File: src/rtl/comparador_serial_izq_der.sv
// -----------------------------------------------------------------------------
// comparador_serial_izq_der
// Sequential MSB-first magnitude comparator. One operand pair is accepted
// through a valid/ready handshake. The pair is then scanned one bit per clock,
// starting at bit WIDTH-1. The result uses the same Z convention as the
// combinational Comparador (Z=1 when A<=B). It is held with valid/ready flow
// control toward the consumer.
//
// Parameters
//   WIDTH      operand width in bits (>=2)
//   EARLY_EXIT 1 = stop at the first differing bit, 0 = always scan WIDTH bits
//
// Ports
//   clk        system clock, rising edge
//   reset      asynchronous active-high reset
//   in_valid   operand pair A/B present
//   in_ready   block can accept an operand pair (IDLE)
//   A, B       operands
//   out_valid  result valid (DONE)
//   out_ready  consumer accepts result
//   Z          1 when A<=B
//   GT/EQ/LT   A>B / A==B / A<B, exactly one set with a valid result
//   ciclos     number of bit positions examined (1..WIDTH)
// -----------------------------------------------------------------------------
module comparador_serial_izq_der #(
   parameter int WIDTH      = 8,
   parameter bit EARLY_EXIT = 1'b1
) (
   input  logic                         clk,
   input  logic                         reset,
   input  logic                         in_valid,
   output logic                         in_ready,
   input  logic [WIDTH-1:0]             A,
   input  logic [WIDTH-1:0]             B,
   output logic                         out_valid,
   input  logic                         out_ready,
   output logic                         Z,
   output logic                         GT,
   output logic                         EQ,
   output logic                         LT,
   output logic [$clog2(WIDTH+1)-1:0]   ciclos
);

   localparam int IW = $clog2(WIDTH);
   localparam int CW = $clog2(WIDTH+1);

   typedef enum logic [1:0] {IDLE, SCAN, DONE} state_t;

   state_t           state_reg;
   logic [WIDTH-1:0] a_reg;
   logic [WIDTH-1:0] b_reg;
   logic [IW-1:0]    idx_reg;
   logic [CW-1:0]    count_reg;
   logic             diff_reg;     // a difference has already been recorded
   logic             gt_int_reg;   // recorded A>B, not yet published
   logic             lt_int_reg;   // recorded A<B, not yet published

   logic             bit_a;
   logic             bit_b;
   logic             first_diff;
   logic             rec_gt;
   logic             rec_lt;
   logic             finish;
   logic [CW-1:0]    count_next;

   // Per-bit decision for the current SCAN cycle. Only the first difference
   // is recorded; later bits never override it.
   always_comb begin
      bit_a      = a_reg[idx_reg];
      bit_b      = b_reg[idx_reg];
      first_diff = (bit_a ^ bit_b) & ~diff_reg;
      rec_gt     = gt_int_reg | (first_diff & bit_a);
      rec_lt     = lt_int_reg | (first_diff & bit_b);
      // idx==0 always ends the scan, so the index never wraps
      finish     = (EARLY_EXIT && first_diff) || (idx_reg == '0);
      count_next = count_reg + CW'(1);
   end

   always_ff @(posedge clk or posedge reset) begin
      if (reset) begin
         state_reg  <= IDLE;
         in_ready   <= 1'b1;
         out_valid  <= 1'b0;
         Z          <= 1'b0;
         GT         <= 1'b0;
         EQ         <= 1'b0;
         LT         <= 1'b0;
         ciclos     <= '0;
         a_reg      <= '0;
         b_reg      <= '0;
         idx_reg    <= '0;
         count_reg  <= '0;
         diff_reg   <= 1'b0;
         gt_int_reg <= 1'b0;
         lt_int_reg <= 1'b0;
      end else begin
         case (state_reg)
            IDLE: begin
               if (in_valid) begin
                  a_reg      <= A;
                  b_reg      <= B;
                  idx_reg    <= IW'(WIDTH-1);
                  count_reg  <= '0;
                  diff_reg   <= 1'b0;
                  gt_int_reg <= 1'b0;
                  lt_int_reg <= 1'b0;
                  in_ready   <= 1'b0;
                  state_reg  <= SCAN;
               end
            end
            SCAN: begin
               count_reg <= count_next;
               if (finish) begin
                  // Publish the result only now, so the previous one
                  // stays visible through IDLE and SCAN.
                  GT        <= rec_gt;
                  LT        <= rec_lt;
                  EQ        <= ~(rec_gt | rec_lt);
                  Z         <= ~rec_gt;
                  ciclos    <= count_next;
                  out_valid <= 1'b1;
                  state_reg <= DONE;
               end else begin
                  idx_reg    <= idx_reg - IW'(1);
                  diff_reg   <= diff_reg | first_diff;
                  gt_int_reg <= rec_gt;
                  lt_int_reg <= rec_lt;
               end
            end
            DONE: begin
               if (out_ready) begin
                  out_valid <= 1'b0;
                  in_ready  <= 1'b1;
                  state_reg <= IDLE;
               end
            end
            default: begin
               state_reg <= IDLE;
            end
         endcase
      end
   end

endmodule

File: config.mk
export PLATFORM = sky130hd
export DESIGN_NAME = comparador_serial_izq_der
export DESIGN_NICKNAME = d
export VERILOG_FILES = /design/src/rtl/comparador_serial_izq_der.sv
export SDC_FILE = /design/constraint.sdc
export NUM_CORES = 1
export LEC_CHECK = 0
export ABC_CLOCK_PERIOD_IN_PS = 2300
export CELL_PAD_IN_SITES_DETAIL_PLACEMENT = 0
export CELL_PAD_IN_SITES_GLOBAL_PLACEMENT = 1
export CORE_MARGIN = 2
export CORE_UTILIZATION = 37
export DETAILED_ROUTE_END_ITERATION = 6
export PLACE_DENSITY_LB_ADDON = 0.25
export REMOVE_ABC_BUFFERS = 1
export SETUP_SLACK_MARGIN = 0.5
export SKIP_LAST_GASP = 1
export SLEW_MARGIN = 20
export SYNTH_ARGS = -nofsm -noshare
export SYNTH_HDL_FRONTEND = slang
export SYNTH_SLANG_ARGS = --single-unit
File: constraint.sdc
create_clock -name clk -period 2.3 [get_ports clk]
set_input_delay 0.23 -clock clk [delete_from_list [all_inputs] [get_ports clk]]
set_output_delay 0.23 -clock clk [all_outputs]
set_load 0.02 [all_outputs]
Word-level counts from Yosys, hierarchy flattened
Cells that the tools add are included.
Word-level totals
  output and inout bits: 10
  input bits: 20
  register bits after elaboration: 38
  word-level logic and storage cells: 73
Operators by class
  multiplexer cells: 25
  reduce and logical (&&, ||, !) cells: 13
  add/subtract/negate cells: 2
  magnitude comparators: 1
  equal/unequal tests: 6
  bitwise gates (word level): 11
Operators by type and width (count)
  $reduce_and A3 Y1: 4
  $pmux W1 S2: 5
  $mux W1: 9
  $ne A2 B2 Y1 const B: 4
  $pmux W4 S2: 1
  $bmux W1 S3: 2
  $mux W2: 3
  $mux W3: 2
  $pmux W2 S3: 1
  $pmux W3 S2: 1
  $reduce_and A2 Y1: 3
  $reduce_bool A2 Y1: 3
  $add A4 B1 Y4 const B: 1
  $lt A3 B4 Y1 const B: 1
  $mux W4: 1
  $or A1 B1 Y1: 4
  $and A1 B1 Y1: 3
  $logic_not A3 Y1: 1
  $not A1 Y1: 3
  $sub A3 B1 Y3 const B: 1
  $eq A2 B1 Y1 const B: 1
  $eq A2 B2 Y1 const B: 1
  $logic_not A2 Y1: 1
  $logic_or A1 B1 Y1: 1
  $xor A1 B1 Y1: 1

Longest topological paths before layout
Gate-level depths: netlist (run 1).
  depth in word-level cells: 8
  depth in mapped cells: 7
  depth with buffers taken out: 6

Worst setup path after synthesis (run 1)
No wires, ideal clock.
  path type: register -> register
  start: register idx_reg[0]
  end: register idx_reg[1]
  arrival: 2163 ps
  cell stages (with the launch flop): 8
  slack: 12 ps
  data required time: 2175 ps
  clock period less this slack: 2288 ps
  path buffers: 1
  library setup time: 125 ps
  cells stage by stage: dfrtp_1 -> buf_6 -> mux4_1 -> mux2_2 -> xor2_2 -> nor2_4 -> o31ai_4 -> mux2_4
On the way
  word-level cells in the longest chain between the ends: 7
  elaborated cells on any way between the ends: 13
  those cells by class: 1 x add/sub; 1 x eq/ne; 6 x mux; 2 x bitwise; 3 x reduce/logical
RTL lines
  start, declared: line 52  | logic [IW-1:0] idx_reg;
  start signal, assigned: line 102  | idx_reg <= IW'(WIDTH-1);
  start signal, assigned: line 124  | idx_reg <= idx_reg - IW'(1);
  $bmux W1 S3 (on tied branches): line 69, 70
  $mux W1 (on tied branches): line 69, 70
  $xor A1 B1 Y1: line 71  | first_diff = (bit_a ^ bit_b) & ~diff_reg;
  $and A1 B1 Y1: line 71
  $logic_or A1 B1 Y1: line 75  | finish = (EARLY_EXIT && first_diff) || (idx_reg == '0);
  $ne A2 B2 Y1 (no line)
  $reduce_and A3 Y1 (no line)
Parallel ways exist; a longest one is shown, timed or not. The select of a mux whose other input is x is not followed.
A chain may end at the register's enable or synchronous reset.

Worst setup path after layout (run 1)
  start: register idx_reg[0]
  end: register ciclos[2]
On the way
  word-level cells in the longest chain between the ends: 6
  elaborated cells on any way between the ends: 9
  those cells by class: 4 x mux; 2 x bitwise; 3 x reduce/logical
RTL lines
  $bmux W1 S3 (on tied branches): line 69, 70
  $mux W1 (on tied branches): line 69, 70
  $xor A1 B1 Y1: line 71
  $and A1 B1 Y1: line 71
  $logic_or A1 B1 Y1 *: line 75
  $reduce_and A2 Y1 (no line) *
  end signal, assigned: line 120  | ciclos <= count_next;
  end, declared: line 41  | output logic [$clog2(WIDTH+1)-1:0] ciclos
Every way passes the cells marked *; elsewhere a longest branch is shown, timed or not. The select of a mux whose other input is x is not followed.

==> results_dict.tcl, run 1 <==
set metrics [dict create \
    mostFrequentLayoutCells "nand2_1 (60), dfrtp_1 (36), clkdlybuf4s50_1 (29), buf_4 (12), inv_1 (8)" \
    ant_nets 0 \
    ir_drop_mv 0.518 \
    cp_num_buf_inv 0 \
    async_reset_ff_frac 1.00 \
    ys_ff_latch 38 \
    grt.total_usage 0.151 \
    diodes 0 \
    synth_compound_area_frac 0.0821 \
    synth.yosys.seq_area_share 0.539 \
    via_count 1279 \
    fin_crit_sh 1.01 \
    p_leak_nw 1.14 \
    grt_max_degree 39 \
    r2r_start "idx_reg[0]" \
    finalSetupViolations 5 \
    worstPathCellList "mux4_2 -> mux2_4 -> xor2_2 -> nor2_4 -> o21ai_4 -> mux2_2" \
    synthAdderAreaFrac 0.0212 \
    nets 236 \
    grt_pass1_vias 1323 \
    hold_viol 0 \
    synth_ff_type "dfrtp_1" \
    slowest_delay_ns 0.54 \
    power.density_nw_per_um2 1420 \
    swShare 0.361 \
    grt_overflow 0 \
    port-buffer-count 29 \
    path_max_fanout 6 \
    fin_skew_ns 0.00724 \
    p_sw_mw 1.21 \
    timing.final.crit_period_ns 2.32 \
    fmax_ghz 0.430 \
    cts_tree "yes" \
    whs_ns 0.354 \
    dp.final_hpwl_um 2520 \
    cts_num_sinks 38 \
    cp-startpoint "idx_reg[0]" \
    final_common_cell "nand2_1" \
    antenna_found_initial 0 \
    viasPerCell 4.77 \
    yosys-mux-area-fraction 0.125 \
    final_max_slew_viol_count 0 \
    rsz0062_at_grt "yes" \
    synth_top_family_by_area "simple AND/OR/NAND/NOR gates" \
    combPwrFrac 0.496 \
    worstSetupPathType "flop to flop" \
    rr_endpoint "ciclos[2]" \
    seq_power_share 0.337 \
    cp_slowest_cell "mux4_2" \
    failed_checks "setup timing" \
    critPathTopFamily "multiplexers" \
    status "finished, violations left" \
    ys_warn_count 0 \
    cts_made_buffers 5 \
    synthDistinctLibCells 34 \
    std_cell_rows 25 \
    arrival_ns 2.51 \
    synth_xor_xnor_area_share 0.0191 \
    crit_path_start_kind "flop" \
    wirelength_um 3480 \
    place_congestion 0.811 \
    io_pins 30 \
    die-area_um2 5350 \
    fillers 450 \
    initial_core_util 0.379 \
    cts_root_buf "clkbuf_8" \
    htreeDepth 2 \
    synth_area_leaders "dfrtp_1 (52%), nand2_1 (13%), mux4_2 (3.8%), mux2_2 (2.5%), ha_1 (2.1%)" \
    worst_pin_slew_ns 0.507 \
    crit_path_end_kind "flop" \
    cts.path.max_buffers 2 \
    synth_top_cell_by_area "dfrtp_1" \
    synth.top_cell.area_share 0.524 \
    p_int_mw 2.14 \
    clkTransAtPathRegs_ns 0.08 \
    synth-edff-count 0 \
    syn2layout_area_growth_pct 33.3 \
    worstSetupEndpoint "ciclos[2]" \
    die_width_um 73.1 \
    synth_area_um2 1770 \
    r2r.worst_path.cells 6 \
    layout-drive-gt1-share 0.210 \
    ff2ff_setup_slack_ns -0.02 \
    clock_latency_ns 0.29 \
    core_area_um2 4660 \
    cp_data_required_time_ns 2.49 \
    drt_first_iter_violations 99 \
    synth-simple-area-share 0.182 \
    syn_avg_cell_area_um2 10.7 \
    hp-class "input port to async pin" \
    drv_cap 0 \
    fin_ws_ns -0.0232 \
    worst-path-stages 6 \
    grt_pass1_wl_um 6060 \
    power_mw 3.35 \
    first_pass_iters 4 \
    max_slew_margin 0.659 \
    drc_errors 0 \
    fp.dieH_um 73.1 \
    clkPwrFrac 0.167 \
    drt-wirelength-per-cell_um 13.0 \
    netlist_instances 166 \
]
## metal layers
layer	vias to the layer above	track usage	wire (um)
met1	611	0.189	1590
met5	-	0	0
li1	636	-	-
met4	0	0.0556	51
met2	27	0.249	1710
met3	5	0.0414	128
## synthesized netlist by cell type (2+ instances only)
cell type  number
nand2_1        60
dfrtp_1        37
inv_1           8
nor2_1          7
o21ai_0         6
clkbuf_1        4
mux2_2          4
ha_1            3
mux2i_1         3
mux4_2          3
a21boi_0        2
a21oi_1         2
and2_1          2
mux2_4          2
nand2b_1        2
o2bb2ai_1       2
xor2_1          2
## power groups by stage
stage	Sequential, mW	Clock, mW	Combinational [mW]
after CTS	1.13	0.573	1.55
after floorplan	1.20	0	0.902
final	1.13	0.559	1.66
after global placement	1.14	0	1.47
after detailed placement	1.14	0	1.52
after global routing	1.17	0.600	1.84
## worst register-to-register path: stages, from the launching register on
cell and delay, ns:
dfrtp_2 0.43, mux4_2 0.54, mux2_4 0.31, xor2_2 0.22, nor2_4 0.08, o21ai_4 0.27
mux2_2 0.37
## final cells by class
| type | count | area [um^2] | area share |
|---|---|---|---|
| Clock buffer | 5 | 68.8 | 0.0292 |
| Clock inverter | 3 | 40.0 | 0.0170 |
| Inverter | 8 | 30.0 | 0.0127 |
| Multi-Input combinational cell | 115 | 772 | 0.327 |
| Sequential cell | 38 | 953 | 0.404 |
| Tap cell | 54 | 67.6 | 0.0287 |
| Timing Repair Buffer | 45 | 425 | 0.180 |
## stage by stage
step	cell area (um^2)	TNS [ns]	setup slack [ns]	instances	utilization
floorplan	1740	-0.162	-0.0383	161	-
CTS	2320	-0.0241	-0.0102	266	0.498
finish	2360	-0.103	-0.0232	268	0.506
global route	2360	-0.881	-0.112	268	0.506
global placement	2200	-0.120	-0.0610	257	0.471
detailed placement	2200	-0.719	-0.144	257	0.471
## what timing repair did
item                                    4_1_cts  5_1_grt
pin swaps                                     2        0
endpoints found under the setup margin       15       15
gates resized for setup                       3        8
endpoints found under the hold margin         0        0
hold buffers                                  0        0
buffers inserted                              1        2
## worst min-delay path by stage
stage                       endpoint  cells after the start  startpoint  slack, ns
after CTS                  out_valid                      3       reset       0.36
final                     idx_reg[1]                      3       reset       0.35
after global routing      idx_reg[1]                      3       reset       0.44
after detailed placement    a_reg[0]                      2    a_reg[0]       0.46
after global placement      b_reg[1]                      2    b_reg[1]       0.46
after floorplan             a_reg[0]                      2        A[0]       0.34
## kinds of logic (layout without fill, tap and decap cells)
| group | after synthesis | count (layout) |
|---|---|---|
| simple gates | 77 | 77 |
| flops | 38 | 38 |
| compound gates | 18 | 18 |
| mux | 14 | 14 |
| buf+inv | 13 | 61 |
| fa+ha+maj | 3 | 3 |
| xor+xnor | 3 | 3 |
(Power assumes the default switching activity.)
==> run 2, diff against run 1 <==
--- a/config.mk
+++ b/config.mk
@@ -6,10 +6,8 @@
 export NUM_CORES = 1
 export LEC_CHECK = 0
 export ABC_CLOCK_PERIOD_IN_PS = 2300
-export CELL_PAD_IN_SITES_DETAIL_PLACEMENT = 0
-export CELL_PAD_IN_SITES_GLOBAL_PLACEMENT = 1
 export CORE_MARGIN = 2
-export CORE_UTILIZATION = 37
+export CORE_UTILIZATION = 47
 export DETAILED_ROUTE_END_ITERATION = 6
 export PLACE_DENSITY_LB_ADDON = 0.25
 export REMOVE_ABC_BUFFERS = 1
==> constraint.sdc (replaced) <==
create_clock -name clk -period 2.3 [get_ports clk]
set_input_delay 0.46 -clock clk [delete_from_list [all_inputs] [get_ports clk]]
set_output_delay 0.46 -clock clk [all_outputs]
set_load 0.02 [all_outputs]
==> run 2 against run 1 <==
Against the previous run:
- the flow now finishes without violations
- critical path depth up 1
- sequential power barely moved
- hold slack better by 0.12 ns
- utilization grew 15 points
- non-clock buffer count is 3 higher
- sequential cell count unchanged
- die area is 20% lower
- largest cell class unchanged
==> results_dict.tcl, run 2 (same netlist as run 1, synthesis figures left out) <==
set metrics [dict create \
    initial_core_util 0.487 \
    fp.dieH_um 65.3 \
    hp-class "flop to flop" \
    dp.final_hpwl_um 2460 \
    io_pins 30 \
    r2r.worst_path.cells 7 \
    grt_overflow 0 \
    port-buffer-count 29 \
    fin_area_um2 2380 \
    grt_pass1_wl_um 6170 \
    via_count 1349 \
    fin_ws_ns 0.0260 \
    tns_ns 0 \
    cts_num_sinks 38 \
    layout-drive-gt1-share 0.221 \
    drt_first_iter_violations 73 \
    grt.total_usage 0.194 \
    drv_cap 0 \
    path_max_fanout 4 \
    htreeDepth 2 \
    die_width_um 65.3 \
    fin_crit_sh 0.989 \
    status "complete, no violations" \
    die-area_um2 4270 \
    grt_pass1_vias 1395 \
    crit_path_start_kind "flop" \
    power_mw 3.48 \
    nets 239 \
    power.density_nw_per_um2 1460 \
    fin_skew_ns 0.00473 \
    worstSetupPathType "flop to flop" \
    grt_max_degree 39 \
    cts.path.max_buffers 2 \
    max_slew_margin 0.584 \
    worst_pin_slew_ns 0.619 \
    diodes 0 \
    wirelength_um 3590 \
    std_cell_rows 22 \
    cp-startpoint "idx_reg[0]" \
    crit_path_end_kind "flop" \
    cts_hold_buffers 0 \
    timing.final.crit_period_ns 2.27 \
    p_leak_nw 1.17 \
    cts_root_buf "clkbuf_8" \
    antenna_found_initial 0 \
    cts_tree "yes" \
    worstSetupEndpoint "idx_reg[0]" \
    viasPerCell 5.09 \
    clock_latency_ns 0.30 \
    fmax_ghz 0.440 \
    clkPwrFrac 0.135 \
    p_int_mw 2.20 \
    rr_endpoint "idx_reg[0]" \
    placed_area_um2 2170 \
    ff2ff_setup_slack_ns 0.03 \
    place_congestion 0.807 \
    hold_viol 0 \
    clkTransAtPathRegs_ns 0.07 \
    final_core_util 0.656 \
    drt-wirelength-per-cell_um 13.5 \
    r2r_start "idx_reg[0]" \
    ir_drop_mv 0.717 \
    cp_data_required_time_ns 2.48 \
    combPwrFrac 0.538 \
    swShare 0.368 \
    finalSetupViolations 0 \
    syn2layout_area_growth_pct 34.8 \
    first_pass_iters 4 \
    seq_power_share 0.327 \
    rsz0062_at_grt "yes" \
    ant_nets 0 \
    drc_errors 0 \
    arrival_ns 2.46 \
    core_area_um2 3630 \
    pre_cts_ws_ns -0.0816 \
    final_max_slew_viol_count 0 \
    final_common_cell "nand2_1" \
    mostFrequentLayoutCells "nand2_1 (59), dfrtp_1 (36), clkdlybuf4s50_1 (28), buf_4 (14), inv_1 (8)" \
    cts_made_buffers 5 \
    p_sw_mw 1.28 \
]
==> run 2: worst min-delay path by stage <==
stage | cells past startpoint | from | to
final | 2 | a_reg[7] | a_reg[7]
after global routing | 1 | Z | Z
after CTS | 2 | a_reg[7] | a_reg[7]
after detailed placement | 2 | b_reg[1] | b_reg[1]
after global placement | 2 | a_reg[5] | a_reg[5]
after floorplan | 2 | a_reg[5] | a_reg[5]
==> run 2: layout make-up <==
cell class	count	area, um^2
Fill cell	301	1250
Sequential cell	38	953
Multi-Input combinational cell	115	800
Timing Repair Buffer	48	450
Clock buffer	8	90.1
Tap cell	48	60.1
Inverter	8	30.0
==> run 2: metrics by stage <==
stage,instances,hold slack [ns]
after detailed placement,248,0.459
after global routing,265,0.512
after floorplan,161,0.437
after CTS,262,0.476
after global placement,248,0.457
final,265,0.476
==> run 2: critical path, stage by stage (launching register included) <==
cell,delay [ns]
dfrtp_2,0.41
buf_4,0.13
mux4_2,0.51
mux2i_4,0.23
xor2_4,0.20
nor2_4,0.07
o31ai_4,0.27
mux2_4,0.33
==> run 2: power by group through the flow <==
| stage | logic (mW) | clock network, mW | registers [mW] |
|---|---|---|---|
| after floorplan | 0.902 | 0 | 1.20 |
| after global placement | 1.42 | 0 | 1.13 |
| after detailed placement | 1.46 | 0 | 1.14 |
| after CTS | 1.75 | 0.475 | 1.13 |
| after global routing | 2.02 | 0.504 | 1.17 |
| final | 1.87 | 0.471 | 1.14 |
==> run 2: per-layer routing <==
metal  global-route usage  part of all wire  up-vias
met3               0.0411             0.037        8
li1                     -                 -      642
met1                0.219              0.43      667
met4                0.102             0.026        0
met5                    0                 0        -
met2                0.343              0.51       32
==> run 2: repair_timing <==
action	in CTS	in global routing
pin swaps	5	1
setup buffers	6	3
gates resized for setup	16	2
endpoints found under the setup margin	16	15
endpoints found under the hold margin	0	0
